`src/rtl/fifo_ptr_ctrl_if.sv`:
```
//==============================================================================
// Module      : fifo_ptr_ctrl_if
// Description : Request/status bundle between a FIFO user and fifo_ptr_ctrl.
// Revision    : 1.0 - initial release
//==============================================================================
`default_nettype none

interface fifo_ptr_ctrl_if #(
    parameter int ADDR_W = 3
);
    logic              clear;
    logic              wr_req;
    logic              rd_req;
    logic              wr_en;
    logic              rd_en;
    logic [ADDR_W-1:0] wptr;
    logic [ADDR_W-1:0] rptr;
    logic [ADDR_W:0]   count;
    logic              full;
    logic              empty;
    logic              almost_full;
    logic              almost_empty;
    logic              overflow;
    logic              underflow;

    modport master (
        output clear, wr_req, rd_req,
        input  wr_en, rd_en, wptr, rptr, count, full, empty,
        input  almost_full, almost_empty, overflow, underflow
    );

    modport slave (
        input  clear, wr_req, rd_req,
        output wr_en, rd_en, wptr, rptr, count, full, empty,
        output almost_full, almost_empty, overflow, underflow
    );
endinterface

`default_nettype wire

```
`src/rtl/fifo_ptr_ctrl.sv`:
```
//==============================================================================
// Module      : fifo_ptr_ctrl
// Description : Write/read pointer, occupancy and status-flag controller for
//               one register-file FIFO of arbitrary depth (storage external).
//               Define FIFO_PTR_ERR_EN to build sticky overflow/underflow flags.
// Revision    : 1.0 - initial release
//==============================================================================
`default_nettype none

module fifo_ptr_ctrl #(
    parameter int DEPTH  = 8,
    parameter int ADDR_W = 3,
    parameter int AF_TH  = DEPTH - 1,
    parameter int AE_TH  = 1
) (
    input  logic           clk,
    input  logic           n_rst,
    fifo_ptr_ctrl_if.slave bus
);

    localparam int                  c_cnt_w    = ADDR_W + 1;
    localparam logic [ADDR_W-1:0]   c_ptr_last = ADDR_W'(DEPTH - 1);
    localparam logic [ADDR_W-1:0]   c_ptr_one  = ADDR_W'(1);
    localparam logic [c_cnt_w-1:0]  c_cnt_one  = c_cnt_w'(1);
    localparam logic [c_cnt_w-1:0]  c_depth    = c_cnt_w'(DEPTH);
    localparam logic [c_cnt_w-1:0]  c_af_th    = c_cnt_w'(AF_TH);
    localparam logic [c_cnt_w-1:0]  c_ae_th    = c_cnt_w'(AE_TH);
    localparam logic                c_af_rst   = (AF_TH == 0);
    localparam logic                c_ae_rst   = (AE_TH >= 0);

    // Parameter legality
    if (DEPTH < 2 || DEPTH > (1 << ADDR_W)) begin : g_chk_depth
        $error("fifo_ptr_ctrl: DEPTH=%0d illegal for ADDR_W=%0d", DEPTH, ADDR_W);
    end
    if (AE_TH < 0 || AE_TH >= AF_TH || AF_TH > DEPTH) begin : g_chk_thresh
        $error("fifo_ptr_ctrl: thresholds AE_TH=%0d AF_TH=%0d illegal for DEPTH=%0d",
               AE_TH, AF_TH, DEPTH);
    end

    logic [ADDR_W-1:0]  wptr_q, wptr_d;
    logic [ADDR_W-1:0]  rptr_q, rptr_d;
    logic [c_cnt_w-1:0] count_q, count_d;
    logic               full_q, full_d;
    logic               empty_q, empty_d;
    logic               afull_q, afull_d;
    logic               aempty_q, aempty_d;
    logic               w_wr_acc;
    logic               w_rd_acc;

    function automatic logic [ADDR_W-1:0] ptr_inc(input logic [ADDR_W-1:0] p);
        return (p == c_ptr_last) ? '0 : p + c_ptr_one;
    endfunction

    // Full wins against push and empty wins against pop; no pass-through.
    assign w_wr_acc = bus.wr_req & ~full_q  & ~bus.clear;
    assign w_rd_acc = bus.rd_req & ~empty_q & ~bus.clear;

    always_comb begin
        wptr_d  = wptr_q;
        rptr_d  = rptr_q;
        count_d = count_q;
        if (bus.clear) begin
            wptr_d  = '0;
            rptr_d  = '0;
            count_d = '0;
        end else begin
            if (w_wr_acc) begin
                wptr_d = ptr_inc(wptr_q);
            end
            if (w_rd_acc) begin
                rptr_d = ptr_inc(rptr_q);
            end
            case ({w_wr_acc, w_rd_acc})
                2'b10:   count_d = count_q + c_cnt_one;
                2'b01:   count_d = count_q - c_cnt_one;
                default: count_d = count_q;
            endcase
        end
    end

    // Flag flops load the decode of the next count, so they always equal
    // the decode of count_q and never glitch on request inputs.
    always_comb begin
        full_d   = (count_d == c_depth);
        empty_d  = (count_d == '0);
        afull_d  = (count_d >= c_af_th);
        aempty_d = (count_d <= c_ae_th);
    end

    always_ff @(posedge clk or negedge n_rst) begin
        if (!n_rst) begin
            wptr_q   <= '0;
            rptr_q   <= '0;
            count_q  <= '0;
            full_q   <= 1'b0;
            empty_q  <= 1'b1;
            afull_q  <= c_af_rst;
            aempty_q <= c_ae_rst;
        end else begin
            wptr_q   <= wptr_d;
            rptr_q   <= rptr_d;
            count_q  <= count_d;
            full_q   <= full_d;
            empty_q  <= empty_d;
            afull_q  <= afull_d;
            aempty_q <= aempty_d;
        end
    end

`ifdef FIFO_PTR_ERR_EN
    logic ovf_q, ovf_d;
    logic unf_q, unf_d;

    always_comb begin
        ovf_d = ovf_q;
        unf_d = unf_q;
        if (bus.clear) begin
            ovf_d = 1'b0;
            unf_d = 1'b0;
        end else begin
            if (bus.wr_req & full_q) begin
                ovf_d = 1'b1;
            end
            if (bus.rd_req & empty_q) begin
                unf_d = 1'b1;
            end
        end
    end

    always_ff @(posedge clk or negedge n_rst) begin
        if (!n_rst) begin
            ovf_q <= 1'b0;
            unf_q <= 1'b0;
        end else begin
            ovf_q <= ovf_d;
            unf_q <= unf_d;
        end
    end

    assign bus.overflow  = ovf_q;
    assign bus.underflow = unf_q;
`else
    assign bus.overflow  = 1'b0;
    assign bus.underflow = 1'b0;
`endif

    assign bus.wr_en        = w_wr_acc;
    assign bus.rd_en        = w_rd_acc;
    assign bus.wptr         = wptr_q;
    assign bus.rptr         = rptr_q;
    assign bus.count        = count_q;
    assign bus.full         = full_q;
    assign bus.empty        = empty_q;
    assign bus.almost_full  = afull_q;
    assign bus.almost_empty = aempty_q;

endmodule

`default_nettype wire

```
`src/flat_wrapper.sv`:
```
// flat-port wrapper written by rule: the top's interface ports become plain ports
module fifo_ptr_ctrl_flat 
#(
    parameter int DEPTH  = 8,
    parameter int ADDR_W = 3,
    parameter int AF_TH  = DEPTH - 1,
    parameter int AE_TH  = 1
)
  (clk, n_rst, bus_clear, bus_wr_req, bus_rd_req, bus_wr_en, bus_rd_en, bus_wptr, bus_rptr, bus_count, bus_full, bus_empty, bus_almost_full, bus_almost_empty, bus_overflow, bus_underflow);
  fifo_ptr_ctrl_if #(.ADDR_W(ADDR_W)) bus_i ();
  input  logic clk;
  input  logic n_rst;
  input wire logic [$bits(bus_i.clear)-1:0] bus_clear;
  input wire logic [$bits(bus_i.wr_req)-1:0] bus_wr_req;
  input wire logic [$bits(bus_i.rd_req)-1:0] bus_rd_req;
  output wire logic [$bits(bus_i.wr_en)-1:0] bus_wr_en;
  output wire logic [$bits(bus_i.rd_en)-1:0] bus_rd_en;
  output wire logic [$bits(bus_i.wptr)-1:0] bus_wptr;
  output wire logic [$bits(bus_i.rptr)-1:0] bus_rptr;
  output wire logic [$bits(bus_i.count)-1:0] bus_count;
  output wire logic [$bits(bus_i.full)-1:0] bus_full;
  output wire logic [$bits(bus_i.empty)-1:0] bus_empty;
  output wire logic [$bits(bus_i.almost_full)-1:0] bus_almost_full;
  output wire logic [$bits(bus_i.almost_empty)-1:0] bus_almost_empty;
  output wire logic [$bits(bus_i.overflow)-1:0] bus_overflow;
  output wire logic [$bits(bus_i.underflow)-1:0] bus_underflow;
  assign bus_i.clear = bus_clear;
  assign bus_i.wr_req = bus_wr_req;
  assign bus_i.rd_req = bus_rd_req;
  assign bus_wr_en = bus_i.wr_en;
  assign bus_rd_en = bus_i.rd_en;
  assign bus_wptr = bus_i.wptr;
  assign bus_rptr = bus_i.rptr;
  assign bus_count = bus_i.count;
  assign bus_full = bus_i.full;
  assign bus_empty = bus_i.empty;
  assign bus_almost_full = bus_i.almost_full;
  assign bus_almost_empty = bus_i.almost_empty;
  assign bus_overflow = bus_i.overflow;
  assign bus_underflow = bus_i.underflow;
  fifo_ptr_ctrl #(.DEPTH(DEPTH), .ADDR_W(ADDR_W), .AF_TH(AF_TH), .AE_TH(AE_TH)) u_core (.clk(clk), .n_rst(n_rst), .bus(bus_i));
endmodule
```
`config.mk`:
```
export PLATFORM = sky130hd
export DESIGN_NAME = fifo_ptr_ctrl_flat
export DESIGN_NICKNAME = d
export VERILOG_FILES = /design/src/rtl/fifo_ptr_ctrl_if.sv /design/src/rtl/fifo_ptr_ctrl.sv /design/src/flat_wrapper.sv
export SDC_FILE = /design/constraint.sdc
export NUM_CORES = 1
export LEC_CHECK = 0
export ABC_AREA = 0
export CAP_MARGIN = 20
export CORE_UTILIZATION = 46
export CTS_CLUSTER_SIZE = 10
export DETAILED_ROUTE_END_ITERATION = 10
export GPL_ROUTABILITY_DRIVEN = 0
export GPL_TIMING_DRIVEN = 1
export PLACE_DENSITY = 0.84
export RECOVER_POWER = 100
export SLEW_MARGIN = 20
export SYNTH_ARGS = -nofsm -noshare
export SYNTH_HDL_FRONTEND = slang
export SYNTH_SLANG_ARGS = --single-unit
```
`constraint.sdc`:
```
create_clock -name clk -period 2.9 [get_ports clk]
set_clock_uncertainty 0.1 [all_clocks]
set_input_delay 0.58 -clock clk [delete_from_list [all_inputs] [get_ports clk]]
set_output_delay 0.58 -clock clk [all_outputs]
set_load 0.02 [all_outputs]
```
; ---- Yosys cells after proc, flatten, opt, wreduce, memory -nomap -nowiden
; Index checks and enable logic that the tools add are counted.
[word_totals]
wordCells = 36
regBits = 14
inputBits = 5
[op_classes]
add_sub_neg = 4
mux = 8
eq_ne = 5
magnitude_cmp = 2
bitwise_logic = 7
reduce_logical = 3
[op_table]
columns = op, count
row1 = $mux 3, 6
row2 = $pmux 4 s2, 1
row3 = $add 3x1->3 const B, 2
row4 = $eq 3x3->1 const B, 2
row5 = $add 4x1->4 const B, 1
row6 = $and 1x1->1, 4
row7 = $eq 4x4->1 const B, 1
row8 = $ge 4x3->1 const B, 1
row9 = $le 4x1->1 const B, 1
row10 = $logic_not 4->1, 1
row11 = $mux 4, 1
row12 = $reduce_bool 2->1, 2
row13 = $sub 4x1->4 const B, 1
row14 = $not 1->1, 3
row15 = $eq 2x1->1 const B, 1
row16 = $eq 2x2->1 const B, 1

; ---- Logic depth before layout (Yosys ltp)
; Gate-level depths: netlist of the first run.
[depth]
depth_word = 7
depth_mapped = 10
mapped_depth_nobuf = 9

; ---- Least setup slack after synthesis of the first run
; No wires, ideal clock.
[synth_timing]
path_kind = input-to-reg
start = input bus_wr_req
end = register u_core.afull_q, in the netlist u_core.bus.almost_full
path_stages = 9
setup_time_ns = 0.118
required_time_ns = 2.682
slack_ns = 0.407
t_arrival_ns = 2.275
path_buffers = 1
path_cell_list = nand2b_1 > clkbuf_1 > or2_2 > ha_1 > a21oi_1 > nand3_1 > a21oi_1 > mux2_4 > a21o_1
[synth_between]
elab_chain_cells = 6
word_cells_on_any_way = 7
[synth_rtl]
columns = item, line
row1 = from (decl), flat_wrapper.sv:14  ; input wire logic [$bits(bus_i.wr_req)-1:0] bus_wr_req;
row2 = $and 1x1->1 (*) (2 in series), fifo_ptr_ctrl.sv:55  ; assign w_wr_acc = bus.wr_req & ~full_q & ~bus.clear;
row3 = $eq 2x1->1 / $eq 2x2->1 (equally long branches), fifo_ptr_ctrl.sv:73  ; case ({w_wr_acc, w_rd_acc})
row4 = $pmux 4 s2 (*), fifo_ptr_ctrl.sv:73
row5 = $mux 4 (*), fifo_ptr_ctrl.sv:62  ; if (bus.clear) begin
row6 = via u_core.count_d[2], fifo_ptr_ctrl.sv:42  ; logic [c_cnt_w-1:0] count_q, count_d;
row7 = $ge 4x3->1 (*), fifo_ptr_ctrl.sv:86  ; afull_d = (count_d >= c_af_th);
row8 = via u_core.afull_d, fifo_ptr_ctrl.sv:45  ; logic afull_q, afull_d;
row9 = to (signal assigned), fifo_ptr_ctrl.sv:97  ; afull_q <= c_af_rst;
row10 = to (signal assigned), fifo_ptr_ctrl.sv:105  ; afull_q <= afull_d;
row11 = to (decl), fifo_ptr_ctrl.sv:45
; The timed path passes the listed nets; every way through them passes the cells marked *.
; A chain may end at the register's enable or synchronous reset.

; ---- Worst setup path after layout of the first run
[layout_timing]
start = input bus_rd_req
end = output bus_rd_en
[layout_between]
elab_chain_cells = 2
[layout_rtl]
columns = item, line
row1 = from (decl), flat_wrapper.sv:15  ; input wire logic [$bits(bus_i.rd_req)-1:0] bus_rd_req;
row2 = $and 1x1->1 (2 in series), fifo_ptr_ctrl.sv:56  ; assign w_rd_acc = bus.rd_req & ~empty_q & ~bus.clear;
row3 = to (decl), flat_wrapper.sv:17  ; output wire logic [$bits(bus_i.rd_en)-1:0] bus_rd_en;
; No other way between the ends.

==> impl_metrics.yaml, run 1 <==
timing:
  tns_ns: 0
  hold_viol: 0
  drv_slew: 0
  tightest_slew_ns: 0.618
  slew-limit-headroom_pct: 58.7
  fin_crit_sh_pct: 96.9
  setup_viol: 0
  period_needed_ns: 2.81
  rsz0062_at_grt: "no"
  max_freq_ghz: 0.356
routing:
  drt_iter0_drc: 15
  drcViolationCount: 0
  vias_per_cell: 5.08
  via_count: 665
  ant_nets: 0
  drt-wirelength-per-cell_um: 12.4
  wirelength_um: 1620
  drt-pass1-iter-count: 5
synth:
  netlist_area_um2: 837
  ys_ff_latch: 14
  post-synth-top-count-cell: "nor2_1"
  synth_edf_count: 0
  ys_types: 32
  synthTopCellsByArea: "dfrtp_1 (36%), ha_1 (9.0%), dfstp_2 (6.3%)"
  yosysTopAreaCellShare_pct: 35.9
  async_flop_share_pct: 100
  syn_inst: 83
  synthFlopType: "dfrtp_1"
  yosys.area.top_type: "dfrtp_1"
  syn_area_per_cell_um2: 10.1
  yosysWarnings: 0
  synth_commonest_cells: "nor2_1 (13), dfrtp_1 (12), a21oi_1 (7)"
  yosysSeqAreaShare_pct: 42.2
power:
  p_leak_nw: 0.540
  vdd_drop_max_mv: 0.308
  finalPower_w: 0.000490
  powerDensity_nw_per_um2: 452
cells_and_area:
  drive_gt1_share_pct: 13.2
  antennaDiodeCount: 0
  syn_to_final_growth_pct: 29.3
  utilization_pct: 63.4
  finalNetCount: 118
floorplan:
  io_pins: 23
  fp.dieArea_um2: 1990
  rows: 15
  die_w_um: 44.7
  start_util_pct: 49.0
  core_um2: 1710
  fp.dieH_um: 44.7
clocking:
  clk_path_buf_depth: 2
  h-tree-depth: 1
  post_cts_buffers: 0
  cts_tree: "done"
  cts.sinks: 14
  hold_buffers: 0
  worstSkewPairLatency_ns: 0.28
  cts_root_buffer: "clkbuf_4"
  cts_resized: 0
  numCtsBuffers: 3
  cts.clk_slew.worst_paths_ns: 0.08
placement:
  dpl.hpwl_um: 1210
  port_buffers: 20
setup_path:
  cp.arrival_ns: 2.13
  path_class: "input port to output port"
  cp-end-kind: "output port"
  path_max_fanout: 5
  setup.worst_path.start_class: "input port"
  required_ns: 2.22
global_route:
  grt_pass1_vias: 641
  gr-usage-met1_pct: 24.5
  grt.overflow.total: 0
  antenna_found_initial: 0
  grt.busiest_layer: "met2"
  grt_use_met2_pct: 30.6
  grt_first_pass_wirelength_um: 2760
  grt_max_degree: 15
  gr-usage-met3_pct: 6.53
  track_usage_pct: 19.2
job:
  cap_viol_max_count: 0
status:
  status: "finished, final reports clean"
min_path:
  hp-class: "flop to flop"
## worst max-delay path, stage by stage
cell and delay (ns):
dlygate4sd3_1 0.57, nor3b_4 0.21, buf_4 0.17, clkdlybuf4s50_1 0.60
## per-layer routing
metal / part of all wire [%] / wire length (um)
met4: 0.62 / 10
met2: 50 / 815
met1: 45 / 726
met3: 4.0 / 65
met5: 0 / 0
## per-stage QoR
stage               setup WS [ns]  cell area, um^2  hold slack [ns]  instances
finish                     0.0908             1080            0.461        131
global route               0.0477             1080            0.477        131
CTS                         0.141             1100            0.473        131
detailed placement        0.00538             1060            0.450        127
global placement           0.0645             1060            0.432        127
floorplan                   0.407              841            0.184         84
## power breakdown
part / total, W / switching, W / leakage [nW] / internal [W]
registers: 0.000228 / 0.0000166 / 0.186 / 0.000211
logic: 0.000123 / 0.0000678 / 0.333 / 0.0000553
clock network: 0.000139 / 0.0000622 / 0.0210 / 0.0000764
total: 0.000490 / 0.000147 / 0.540 / 0.000343
## flip-flops by register name, summed over array words and instances (netlist names)
register and cells:
u_core.bus.full 1, u_core.bus.almost_empty 1, u_core.bus.wptr 3, u_core.bus.rptr 3, u_core.bus.almost_full 1, u_core.bus.count 4, u_core.bus.empty 1
## layout make-up
cell class	instances	area, um^2
clock buffer	4	36.3
inverter	2	7.51
timing repair buffer	24	226
multi-input combinational	62	428
fill	151	626
sequential	14	353
tap	25	31.3
## worst paths after layout
check / start / end / slack, ns / cells after the start
hold reg to reg: u_core.bus.rptr[1] / u_core.bus.rptr[1] / 0.46 / 2
min in group asynchronous: n_rst / u_core.bus.count[0] / 0.65 / 1
hold / removal: u_core.bus.rptr[1] / u_core.bus.rptr[1] / 0.46 / 2
setup / recovery: bus_rd_req / bus_rd_en / 0.09 / 4
setup reg to reg: u_core.bus.full / u_core.bus.full / 0.62 / 8
max in group asynchronous: n_rst / u_core.bus.rptr[0] / 1.65 / 1
## cell families (layout without fill, tap and decap cells)
family	count (synthesis)	after routing	share of synthesized area [%]
buf+inv	8	30	5.53
simple gates	34	34	24.1
fa+ha+maj	6	6	8.97
other cells	1	2	0.448
mux	5	5	7.18
compound gates	13	13	9.57
xor+xnor	2	2	2.09
flops	14	14	42.2
## cells in the final DEF, fill, tap and decap left out, drive strengths merged, types with 2 or more instances in the layout
master,Yosys,routed
a21oi,8,8
inv,2,2
mux2,2,2
dfstp,2,2
nor3b,6,6
nor3,4,4
conb,1,2
clkbuf,2,5
nand3,2,2
dlygate4sd3,0,17
ha,6,6
nor2,13,13
clkdlybuf4s50,0,3
nand2b,2,2
mux2i,3,3
buf,4,3
nand2,3,3
dfrtp,12,12
a21o,2,2
Note: power is estimated with default switching activity, not from simulation.
==> run 2, diff against run 1 <==
Settings changed: CAP_MARGIN 20 to 15, CORE_UTILIZATION 46 to 50, PLACE_DENSITY 0.84 to 0.9.
Clock period 2.9 ns to 3.63 ns, I/O delays scaled along.
==> run 2 against run 1 <==
Sequential power decreased by 20%. Sequential cell count unchanged. Final cell count shrank 8.4%. Worst setup slack improved by 0.17 ns. First-iteration DRC count grew 33%. Worst hold slack gained 0.0028 ns. Via count increased by 0.60%. Largest cell class unchanged. Non-clock buffer count shrank 2. Critical endpoint unchanged. Largest power group unchanged. Count of clock-buffer cells in the layout did not move. Sequential share of layout area is 1.1 points higher.
==> impl_metrics.yaml, run 2 (synthesis gave the netlist of run 1 again) <==
setup_path:
  required_ns: 2.80
  cp-end-kind: "output port"
  path_max_fanout: 10
  setup.worst_path.start_class: "input port"
  cp.arrival_ns: 2.54
  path_class: "input port to output port"
floorplan:
  fp.dieH_um: 42.9
  die_w_um: 42.9
  fp.dieArea_um2: 1840
  rows: 14
  start_util_pct: 54.3
  io_pins: 23
  core_um2: 1540
global_route:
  grt_max_degree: 15
  grt.overflow.total: 0
  grt_pass1_vias: 628
  grt_first_pass_wirelength_um: 2850
  antenna_found_initial: 0
  track_usage_pct: 21.9
cells_and_area:
  antennaDiodeCount: 0
  layout_common_cells: "dlygate4sd3_1 (20), nor2_1 (13), dfrtp_1 (12)"
  finalNetCount: 116
  syn_to_final_growth_pct: 25.1
  largest_reg_flops: 4
  final_common_cell: "dlygate4sd3_1"
  final_area_um2: 1050
  drive_gt1_share_pct: 9.62
  utilization_pct: 67.9
  fillers: 132
timing:
  tightest_slew_ns: 0.603
  slew-limit-headroom_pct: 59.7
  rsz0062_at_grt: "no"
  whs_ns: 0.463
  period_needed_ns: 3.37
  max_freq_ghz: 0.297
  hold_viol: 0
  tns_ns: 0
  drv_slew: 0
  setup_viol: 0
  fin_crit_sh_pct: 92.8
status:
  status: "finished, final reports clean"
power:
  combPwrFrac_pct: 24.3
  vdd_drop_max_mv: 0.208
  swShare_pct: 30.9
  p_leak_nw: 0.535
  p_int_w: 0.000271
  p_switching_w: 0.000121
  powerDensity_nw_per_um2: 375
  seq_power_share_pct: 46.6
  p_clk_share_pct: 29.2
clocking:
  hold_buffers: 0
  worstSkewPairLatency_ns: 0.29
  cts.sinks: 14
  clk_path_buf_depth: 2
  cts_tree: "done"
  cts.clk_slew.worst_paths_ns: 0.08
  cts_resized: 0
  numCtsBuffers: 3
  post_cts_buffers: 0
  cts_root_buffer: "clkbuf_4"
  h-tree-depth: 1
routing:
  via_count: 669
  drt_iter0_drc: 20
  vias_per_cell: 5.58
  ant_nets: 0
  drt-wirelength-per-cell_um: 14.4
  wirelength_um: 1720
  drcViolationCount: 0
  drt-pass1-iter-count: 5
job:
  cap_viol_max_count: 0
placement:
  port_buffers: 20
  dpl-instance-area_um2: 1040
  dpl.hpwl_um: 1300
min_path:
  hp-class: "flop to flop"
==> run 2: cell count changes in the layout (fill, tap and decap cells not counted), sizes merged <==
cell,before,now
clkdlybuf4s50,3,0
buf,3,1
dlygate4sd3,17,20
==> run 2: critical path: stages <==
cell and delay [ns]:
dlygate4sd3_1 0.71, nor3b_4 0.38, dlygate4sd3_1 0.72
==> run 2: power groups by stage <==
stage | clock, W | sequential (W) | combinational [W]
final | 0.000114 | 0.000183 | 0.0000952
after floorplan | 0 | 0.000196 | 0.0000533
after global routing | 0.000126 | 0.000185 | 0.000104
after global placement | 0 | 0.000185 | 0.0000996
after CTS | 0.000118 | 0.000183 | 0.000104
after detailed placement | 0 | 0.000186 | 0.000103
==> run 2: cell type report <==
class                   instances  area, um^2  share of cell area, %
multi-input cells              62         419                   40.0
flip-flops and latches         14         353                   33.7
repair buffers                 22         211                   20.2
clock buffers                   4        36.3                   3.46
well taps                      16        20.0                   1.91
inverters                       2        7.51                  0.717
==> run 2: routing by layer <==
metal  wire [um]  share of wire, %  GRT usage [%]  vias up
met1         756                44           27.9      316
li1            -                 -              -      323
met4          47               2.7           13.1        0
met2         843                49           34.5       24
met5           0                 0              0        -
met3          76               4.4           3.83        6
==> run 2: worst paths after layout <==
path                       cells past startpoint            endpoint               start  slack (ns)
hold / removal                                 2  u_core.bus.wptr[1]  u_core.bus.wptr[1]        0.46
setup / recovery                               3           bus_rd_en           bus_clear        0.26
max in group asynchronous                      1  u_core.bus.rptr[0]               n_rst        2.26
hold reg to reg                                2  u_core.bus.wptr[1]  u_core.bus.wptr[1]        0.46
setup reg to reg                              10    u_core.bus.empty     u_core.bus.full        0.98
min in group asynchronous                      1  u_core.bus.rptr[1]               n_rst        0.78
==> run 2: through the flow <==
stage | worst slack (ns) | cells | total power [W]
finish | 0.263 | 120 | 0.000392
global route | 0.172 | 120 | 0.000415
CTS | 0.384 | 120 | 0.000404
detailed placement | 0.267 | 116 | 0.000289
global placement | 0.372 | 116 | 0.000285
floorplan | 0.991 | 84 | 0.000249
==> run 3, diff against run 2 <==
Settings changed: CTS_CLUSTER_SIZE 10 to 8.
==> results of run 3 <==
Final layout, timing and power as in run 2 (identical DEF).
